## src/rtl/baud_tick_gen.sv

```systemverilog
// Programmable baud-rate strobe generator: fractional oversample divider with
// mid-bit and bit-boundary strobes, hold, phase restart and shadowed reload.
module baud_tick_gen #(
  parameter int unsigned CNT_W        = 16,
  parameter int unsigned FRAC_W       = 4,
  parameter int unsigned OVERSAMPLE   = 16,
  parameter int unsigned DEFAULT_INT  = 108,
  parameter int unsigned DEFAULT_FRAC = 8
) (
  input  logic              system_clock,
  input  logic              rst,
  input  logic              enable,
  input  logic              sync_restart,
  input  logic              cfg_load,
  input  logic [CNT_W-1:0]  div_int,
  input  logic [FRAC_W-1:0] div_frac,
  output logic              os_tick,
  output logic              mid_tick,
  output logic              bit_tick,
  output logic              cfg_err
);

  localparam int unsigned OS_W = (OVERSAMPLE > 1) ? $clog2(OVERSAMPLE) : 1;
  localparam logic [OS_W-1:0] OS_LAST = OS_W'(OVERSAMPLE - 1);
  localparam logic [OS_W-1:0] OS_MID  = OS_W'(OVERSAMPLE / 2 - 1);

  logic [CNT_W-1:0]  cnt_q, cnt_d;
  logic [OS_W-1:0]   os_cnt_q, os_cnt_d;
  logic [FRAC_W-1:0] frac_acc_q, frac_acc_d;
  logic              carry_q, carry_d;
  logic [CNT_W-1:0]  act_int_q, act_int_d;
  logic [FRAC_W-1:0] act_frac_q, act_frac_d;
  logic [CNT_W-1:0]  sh_int_q, sh_int_d;
  logic [FRAC_W-1:0] sh_frac_q, sh_frac_d;
  logic              pend_q, pend_d;
  logic              err_q, err_d;
  logic              os_q, os_d;
  logic              mid_q, mid_d;
  logic              bit_q, bit_d;

  logic              load_ok;
  logic              load_bad;
  logic [CNT_W-1:0]  period_m1;
  logic [CNT_W-1:0]  nxt_int;
  logic [FRAC_W-1:0] nxt_frac;
  logic [FRAC_W:0]   frac_sum;

  // State register
  always_ff @(posedge system_clock or posedge rst) begin
    if (rst) begin
      cnt_q      <= '0;
      os_cnt_q   <= '0;
      frac_acc_q <= '0;
      carry_q    <= 1'b0;
      act_int_q  <= CNT_W'(DEFAULT_INT);
      act_frac_q <= FRAC_W'(DEFAULT_FRAC);
      sh_int_q   <= CNT_W'(DEFAULT_INT);
      sh_frac_q  <= FRAC_W'(DEFAULT_FRAC);
      pend_q     <= 1'b0;
      err_q      <= 1'b0;
      os_q       <= 1'b0;
      mid_q      <= 1'b0;
      bit_q      <= 1'b0;
    end else begin
      cnt_q      <= cnt_d;
      os_cnt_q   <= os_cnt_d;
      frac_acc_q <= frac_acc_d;
      carry_q    <= carry_d;
      act_int_q  <= act_int_d;
      act_frac_q <= act_frac_d;
      sh_int_q   <= sh_int_d;
      sh_frac_q  <= sh_frac_d;
      pend_q     <= pend_d;
      err_q      <= err_d;
      os_q       <= os_d;
      mid_q      <= mid_d;
      bit_q      <= bit_d;
    end
  end

  // Next-state logic
  always_comb begin
    cnt_d      = cnt_q;
    os_cnt_d   = os_cnt_q;
    frac_acc_d = frac_acc_q;
    carry_d    = carry_q;
    act_int_d  = act_int_q;
    act_frac_d = act_frac_q;
    sh_int_d   = sh_int_q;
    sh_frac_d  = sh_frac_q;
    pend_d     = pend_q;
    err_d      = err_q;
    os_d       = 1'b0;
    mid_d      = 1'b0;
    bit_d      = 1'b0;

    load_ok   = cfg_load && (div_int >= CNT_W'(2));
    load_bad  = cfg_load && (div_int <  CNT_W'(2));
    period_m1 = act_int_q - CNT_W'(1) + CNT_W'(carry_q);

    // Divisor that governs the period starting after a wrap or restart
    if (load_ok) begin
      nxt_int  = div_int;
      nxt_frac = div_frac;
    end else if (pend_q) begin
      nxt_int  = sh_int_q;
      nxt_frac = sh_frac_q;
    end else begin
      nxt_int  = act_int_q;
      nxt_frac = act_frac_q;
    end
    frac_sum = {1'b0, frac_acc_q} + {1'b0, nxt_frac};

    if (load_bad) begin
      err_d = 1'b1;
    end else if (load_ok) begin
      err_d = 1'b0;
    end

    if (sync_restart) begin
      cnt_d      = '0;
      os_cnt_d   = '0;
      frac_acc_d = '0;
      carry_d    = 1'b0;
      act_int_d  = nxt_int;
      act_frac_d = nxt_frac;
      pend_d     = 1'b0;
    end else if (enable) begin
      // >= keeps a divisor shrunk during hold from running the counter around
      if (cnt_q >= period_m1) begin
        cnt_d      = '0;
        os_d       = 1'b1;
        frac_acc_d = frac_sum[FRAC_W-1:0];
        carry_d    = frac_sum[FRAC_W];
        act_int_d  = nxt_int;
        act_frac_d = nxt_frac;
        pend_d     = 1'b0;
        mid_d      = (os_cnt_q == OS_MID);
        if (os_cnt_q == OS_LAST) begin
          os_cnt_d = '0;
          bit_d    = 1'b1;
        end else begin
          os_cnt_d = os_cnt_q + OS_W'(1);
        end
      end else begin
        cnt_d = cnt_q + CNT_W'(1);
        if (load_ok) begin
          sh_int_d  = div_int;
          sh_frac_d = div_frac;
          pend_d    = 1'b1;
        end
      end
    end else if (load_ok) begin
      act_int_d  = div_int;
      act_frac_d = div_frac;
      pend_d     = 1'b0;
    end
  end

  assign os_tick  = os_q;
  assign mid_tick = mid_q;
  assign bit_tick = bit_q;
  assign cfg_err  = err_q;

endmodule

```

## config.mk

```make
export PLATFORM = sky130hd
export DESIGN_NAME = baud_tick_gen
export DESIGN_NICKNAME = d
export VERILOG_FILES = /design/src/rtl/baud_tick_gen.sv
export SDC_FILE = /design/constraint.sdc
export NUM_CORES = 1
export LEC_CHECK = 0
export BUFFER_PORTS_ARGS = -buffer_cell sky130_fd_sc_hd__clkbuf_2
export CORE_MARGIN = 2
export CORE_UTILIZATION = 30
export DETAILED_ROUTE_END_ITERATION = 12
export PLACE_DENSITY = 0.54
export SYNTH_ARGS = -nofsm -noshare
export SYNTH_HDL_FRONTEND = slang
export SYNTH_SLANG_ARGS = --single-unit
```

## constraint.sdc

```tcl
create_clock -name system_clock -period 3.5 [get_ports system_clock]
set_input_delay 0.525 -clock system_clock [delete_from_list [all_inputs] [get_ports system_clock]]
set_output_delay 0.525 -clock system_clock [all_outputs]
set_load 0.01 [all_outputs]
```

==> results.py, run 1 <==
metrics = {
    "cts": {
        "clock_latency_ps": 340,
        "hold_buffers": 0,
        "cts_sinks": 70,
        "cts_buffers": 9,
        "clock_path_buffers": 2,
        "clk_pin_slew_ps": 60,
        "cts_tree": "built",
        "cts_root_buf": "clkbuf_16",
        "h-tree-depth": 3,
    },
    "layout": {
        "synthToLayoutAreaGrowth_pct": 29.37,
        "nets": 531,
        "final_util_pct": 39.87,
        "num_antenna_cells": 0,
        "drive_gt1_share_pct": 29.01,
        "finish.instance_area_um2": 5534,
    },
    "grt": {
        "grt_max_degree": 31,
        "antenna_found_initial": 0,
        "grt_pass1_wl_um": 17610,
        "grt.total_usage_pct": 14.91,
        "grt_overflow_total": 0,
        "grt_pass1_vias": 3485,
    },
    "synth": {
        "syn-mean-instance-area_um2": 10.21,
        "yosysSeqAreaShare_pct": 41.24,
        "netlist_top_cells_area": "dfrtp_1 35%, ha_1 7.0%, mux2i_1 6.6%, dfstp_2 6.1%, mux2_1 5.5%",
        "ys_ff_latch": 70,
        "ys_types": 55,
        "synth_top_area_share_pct": 35.10,
        "synth_nets": 469,
        "synth_compound_area_share_pct": 13.40,
        "synthCells": 419,
        "synth-edff-count": 0,
        "synth_largest_area_cell": "dfrtp_1",
        "yosysWarningCount": 0,
        "dominantRegCellSynth": "dfrtp_1",
        "synth_top_family_by_area": "simple AND/OR/NAND/NOR gates",
        "synthSimpleGateAreaFrac_pct": 18.66,
        "ys_async_sr_fraction_pct": 100.0,
        "synthAdderAreaFrac_pct": 7.488,
        "muxShareOfSynthArea_pct": 12.61,
        "synth_xor_area_share_pct": 3.685,
        "syn_area_um2": 4278,
    },
    "floorplan": {
        "core_area_um2": 13880,
        "dieWidth_um": 123.4,
        "die_height_um": 123.4,
        "initial_core_util_pct": 30.82,
        "ios": 29,
        "fp.dieArea_um2": 15230,
        "fp-row-count": 43,
    },
    "flow_run": {
        "max_cap_violations": 0,
    },
    "setup_path": {
        "slowest_stage": "or4b_4",
        "cp-end-kind": "register",
        "path_class": "register to register",
        "required_ps": 3760,
        "cp-start-kind": "register",
        "crit_family": "simple AND/OR/NAND/NOR gates",
        "cp.arrival_ps": 3840,
        "max_stage_delay_ps": 490,
        "critPathBufInv": 2,
        "critPathMaxFanout": 3,
        "path_cells": "inv_2 > ha_4 > or4b_4 > or3_4 > nor4_4 > xnor2_1 > ha_1 > a21oi_1 > nor3_4 > or3_1 > buf_4 > o41a_1 > a31oi_1",
    },
    "placed_design": {
        "dp_hpwl_um": 7199,
        "pre_cts_ws_ps": -203.4,
        "placed_area_um2": 4816,
        "gp_congestion": 0.7979,
        "port_buffers": 28,
    },
    "sta": {
        "skew_ps": 5.870,
        "worstMarginPinSlew_ps": 635.9,
        "period_minus_slack_ps": 3583,
        "hold_violations": 0,
        "slew_viol_final": 0,
        "rsz0062_at_grt": "true",
        "worst_slew_margin_rel_pct": 57.55,
        "setup_viol": 39,
        "timing.fmax_ghz": 0.2791,
        "worst_slack_ps": -83.19,
        "finalCritPeriodShare_pct": 102.4,
    },
    "detailed_routing": {
        "routed-via-count": 3360,
        "vias_per_cell": 5.045,
        "postRouteAntennaNets": 0,
        "drc": 0,
        "drt_first_pass_iters": 4,
        "drt_iter0_markers": 127,
        "totalWireLength_um": 10530,
        "wl_per_cell_um": 15.81,
    },
    "pwr": {
        "leakage_uw": 0.002496,
        "finalPower_uw": 2554,
        "powerDensity_nw_per_um2": 461.5,
        "peakVddDrop_v": 0.0002763,
    },
    "outcome": {
        "violations": "setup timing",
        "status": "finished with violations",
    },
    "hold_path": {
        "hold_class": "input pin to async pin",
    },
}
## cell type report
cell class                 count  area [um2]
clock buffer                  11       242.7
clock inverter                 5       82.58
fill                        1352        8347
inverter                       9       33.78
multi-input combinational    320        2628
sequential                    70        1764
tap                          180       225.2
timing repair buffer          71       558.0
## stage by stage
step / hold WS (ps) / instances / TNS (ps)
after floorplan: 455.1 / 419 / 0
after global placement: 466.0 / 638 / -5209
final: 244.6 / 666 / -1438
after CTS: 251.7 / 661 / -2061
after global routing: 313.0 / 666 / -10080
after detailed placement: 472.7 / 638 / -8807
## cell families after synthesis
kind of cell,after synthesis
compound gates,78
xor+xnor,18
flops,70
buf+inv,29
simple gates,148
mux,51
fa+ha+maj,25
## sequential cells by signal, indices dropped and copies added, names as in the netlist
signal      count
carry_q         1
sh_frac_q       4
pend_q          1
act_int_q      16
bit_tick        1
os_cnt_q        4
sh_int_q       16
frac_acc_q      4
mid_tick        1
cnt_q          16
act_frac_q      4
cfg_err         1
os_tick         1
## worst paths after layout
kind / slack [ps] / from / to / cells after the start
setup / recovery: -80 / act_int_q[0] / cnt_q[14] / 13
hold / removal: 240 / rst / frac_acc_q[1] / 2
setup reg to reg: -80 / act_int_q[0] / cnt_q[14] / 13
hold reg to reg: 490 / sh_int_q[9] / sh_int_q[9] / 1
max in group asynchronous: 2470 / rst / sh_int_q[5] / 3
min in group system_clock: 400 / cfg_load / cfg_err / 2
## per-layer routing
layer | routed length [um] | global-route usage, % | share of wire (%)
met4 | 140 | 4.545 | 1.3
met2 | 4951 | 24.21 | 47
met5 | 0 | 0 | 0
met1 | 5065 | 19.47 | 48
met3 | 373 | 3.828 | 3.5
## synthesized netlist by cell type (all sizes together) (2+ instances only)
library cell,instances
and4,2
xnor2,9
nand3b,5
dfrtp,60
mux2i,28
and2,4
nor4,6
buf,12
a32o,2
nand3,10
nor2,18
xor2,9
o211ai,7
ha,24
a21o,2
nor2b,5
o21a,5
or3,2
or4,3
mux2,23
nor3,14
clkbuf,8
nand4b,2
a21oi,15
nand2,35
nand2b,31
nand4,3
inv,9
a31oi,7
o21ai,9
dfstp,10
a2bb2oi,20
and3,4
## repair_timing
action | 4_1_cts | 5_1_grt
endpoints found under the hold margin | 0 | 0
pin swaps | 3 | 5
setup buffers | 5 | 7
gates resized for setup | 15 | 51
endpoints found under the setup margin | 63 | 68
cloned | 2 | 1
## cells in the final DEF (no fill, tap or decap), types with 4 or more instances in the layout
| cell | count |
|---|---|
| buf_4 | 31 |
| nor2b_1 | 5 |
| nand2b_1 | 31 |
| dfrtp_1 | 60 |
| and3_1 | 4 |
| nor2_1 | 17 |
| xor2_1 | 9 |
| clkbuf_2 | 28 |
| nand3b_1 | 5 |
| o21a_1 | 5 |
| clkbuf_16 | 9 |
| o211ai_1 | 7 |
| a31oi_1 | 7 |
| a21oi_1 | 13 |
| mux2_4 | 21 |
| nand2_1 | 34 |
| dfstp_2 | 10 |
| buf_6 | 6 |
| xnor2_1 | 9 |
| o21ai_0 | 7 |
| nand3_1 | 10 |
| a2bb2oi_1 | 20 |
| mux2i_1 | 28 |
| nor3_1 | 11 |
| inv_1 | 6 |
| ha_1 | 23 |
## power breakdown
part	switching [uW]	leakage [uW]	total (uW)	internal (uW)
clock network	356	0.000160	1000	644
logic	240	0.00147	540	299
registers	83.7	0.000868	1010	930
total	680	0.00250	2550	1870
Power figures use the tool's default switching activity.
==> run 2, diff against run 1 <==
- PLACE_DENSITY: 0.54 -> 0.52
- clock period: 3.5 -> 4.3 ns (I/O delays scaled with it)
==> results.py, run 2 (synthesis results as in run 1) <==
metrics = {
    "layout": {
        "nets": 497,
        "multi_input_area_um2": 2395,
        "mostFrequentLayoutCell": "dfrtp_1",
        "reg.largest.list": "act_int_q x16, cnt_q x16, sh_int_q x16",
        "final_util_pct": 35.60,
        "final_cell_mix": "60 x dfrtp_1, 35 x nand2_1, 31 x nand2b_1, 28 x mux2i_1, 28 x clkbuf_2",
        "num_antenna_cells": 0,
        "fill_cells": 1437,
        "drive_gt1_share_pct": 15.27,
        "synthToLayoutAreaGrowth_pct": 15.53,
        "seqCellArea_um2": 1764,
    },
    "grt": {
        "grt.total_usage_pct": 13.94,
        "grt_pass1_wl_um": 16550,
        "grt-busiest-layer": "met2",
        "grtUsageMet3_pct": 2.860,
        "antenna_found_initial": 0,
        "grt_overflow_total": 0,
        "grt_max_degree": 49,
        "grt_pass1_vias": 3219,
        "grt_util_met1_pct": 20.06,
        "use_met2_pct": 21.22,
    },
    "outcome": {
        "status": "finished, final reports clean",
    },
    "flow_run": {
        "max_cap_violations": 0,
    },
    "hold_path": {
        "holdPathStages": 1,
        "hold_class": "register to register",
        "min_to": "sh_int_q[13]",
        "min-delay-start": "sh_int_q[13]",
    },
    "setup_path": {
        "cp-start-kind": "register",
        "r2r.worst_path.cells": 14,
        "required_ps": 4500,
        "cp_num_cells": 14,
        "critPathBufInv": 2,
        "r2r_end": "sh_frac_q[2]",
        "cp.arrival_ps": 4110,
        "crit_family": "simple AND/OR/NAND/NOR gates",
        "slowest_stage": "or4b_1",
        "critPathMaxFanout": 20,
        "max_stage_delay_ps": 490,
        "r2r_start": "carry_q",
        "path_cells": "inv_1 > ha_1 > or4b_1 > nor3_1 > nand2_1 > nor3_1 > xnor2_1 > ha_1 > nand4_1 > nor4_2 > a32oi_2 > nand3b_1 > buf_4 > mux2_1",
        "r2r_slack_ps": 400,
        "path_class": "register to register",
        "cp-end-kind": "register",
    },
    "placed_design": {
        "dp_hpwl_um": 7007,
        "port_buffers": 28,
        "gp_congestion": 0.7990,
    },
    "floorplan": {
        "fp.dieArea_um2": 15230,
        "ios": 29,
        "core_area_um2": 13880,
        "dieWidth_um": 123.4,
        "fp-row-count": 43,
        "initial_core_util_pct": 30.82,
        "die_height_um": 123.4,
    },
    "cts": {
        "clock_path_buffers": 2,
        "cts_root_buf": "clkbuf_16",
        "cts_buffers": 9,
        "cts_tree": "built",
        "clk_pin_slew_ps": 60,
        "post_cts_resized": 0,
        "clock_latency_ps": 330,
        "h-tree-depth": 3,
        "cts_sinks": 70,
        "cts_setup_buffers": 0,
        "hold_buffers": 0,
    },
    "sta": {
        "timing.fmax_ghz": 0.2561,
        "slew_viol_final": 0,
        "finalCritPeriodShare_pct": 90.81,
        "skew_ps": 5.534,
        "period_minus_slack_ps": 3905,
        "worst_slew_margin_rel_pct": 32.02,
        "rsz0062_at_grt": "false",
        "tns_ps": 0,
        "hold_violations": 0,
        "setup_viol": 0,
        "worstMarginPinSlew_ps": 1016,
    },
    "detailed_routing": {
        "drt_first_pass_iters": 4,
        "drt_iter0_markers": 162,
        "wl_per_cell_um": 15.03,
        "drc": 0,
        "routed-via-count": 3221,
        "vias_per_cell": 5.097,
        "postRouteAntennaNets": 0,
        "totalWireLength_um": 9496,
    },
    "pwr": {
        "leakage_uw": 0.002133,
        "powerDensity_nw_per_um2": 392.2,
        "peakVddDrop_v": 0.0002395,
    },
}
run 2: cell types whose count changed in the layout (fill, tap and decap cells not counted), moves of 6 or more:
cell,previous run,this run
buf_4,31,9
mux2_1,1,21
buf_6,6,0
mux2_4,21,0
run 2: layout make-up:
cell class / instances / area share [%]
inverter: 9 / 0.6835
clock inverter: 5 / 1.696
sequential: 70 / 35.70
timing repair buffer: 37 / 4.203
clock buffer: 11 / 4.709
tap: 180 / 4.557
multi-input combinational: 320 / 48.46
run 2: where the power goes:
group	switching [uW]	internal (uW)
registers	69.7	757
logic	161	166
clock network	275	509
run 2: worst max-delay path by stage:
stage                      start      endpoint  slack, ps
floorplan                carry_q  sh_frac_q[0]        890
global placement         carry_q   sh_int_q[4]        540
detailed placement       carry_q  sh_frac_q[2]        410
CTS                      carry_q  sh_frac_q[2]        380
global route        act_int_q[0]  sh_frac_q[2]         10
finish                   carry_q  sh_frac_q[2]        400
run 2: stage by stage:
| step | cells | area (um2) | total power (uW) | worst slack, ps | hold WS [ps] |
|---|---|---|---|---|---|
| after floorplan | 419 | 4278 | 1069 | 886.3 | 455.1 |
| after global placement | 616 | 4626 | 1157 | 541.8 | 464.8 |
| after detailed placement | 616 | 4626 | 1169 | 409.0 | 472.6 |
| after CTS | 632 | 4942 | 1965 | 375.7 | 485.4 |
| after global routing | 632 | 4942 | 2055 | 13.42 | 504.5 |
| final | 632 | 4942 | 1938 | 395.3 | 479.2 |
run 2: routing by layer:
layer  routed length [um]  vias up
li1                     -     1584
met4                  119        0
met2                 4282       47
met1                 4812     1580
met3                  282       10
met5                    0        -
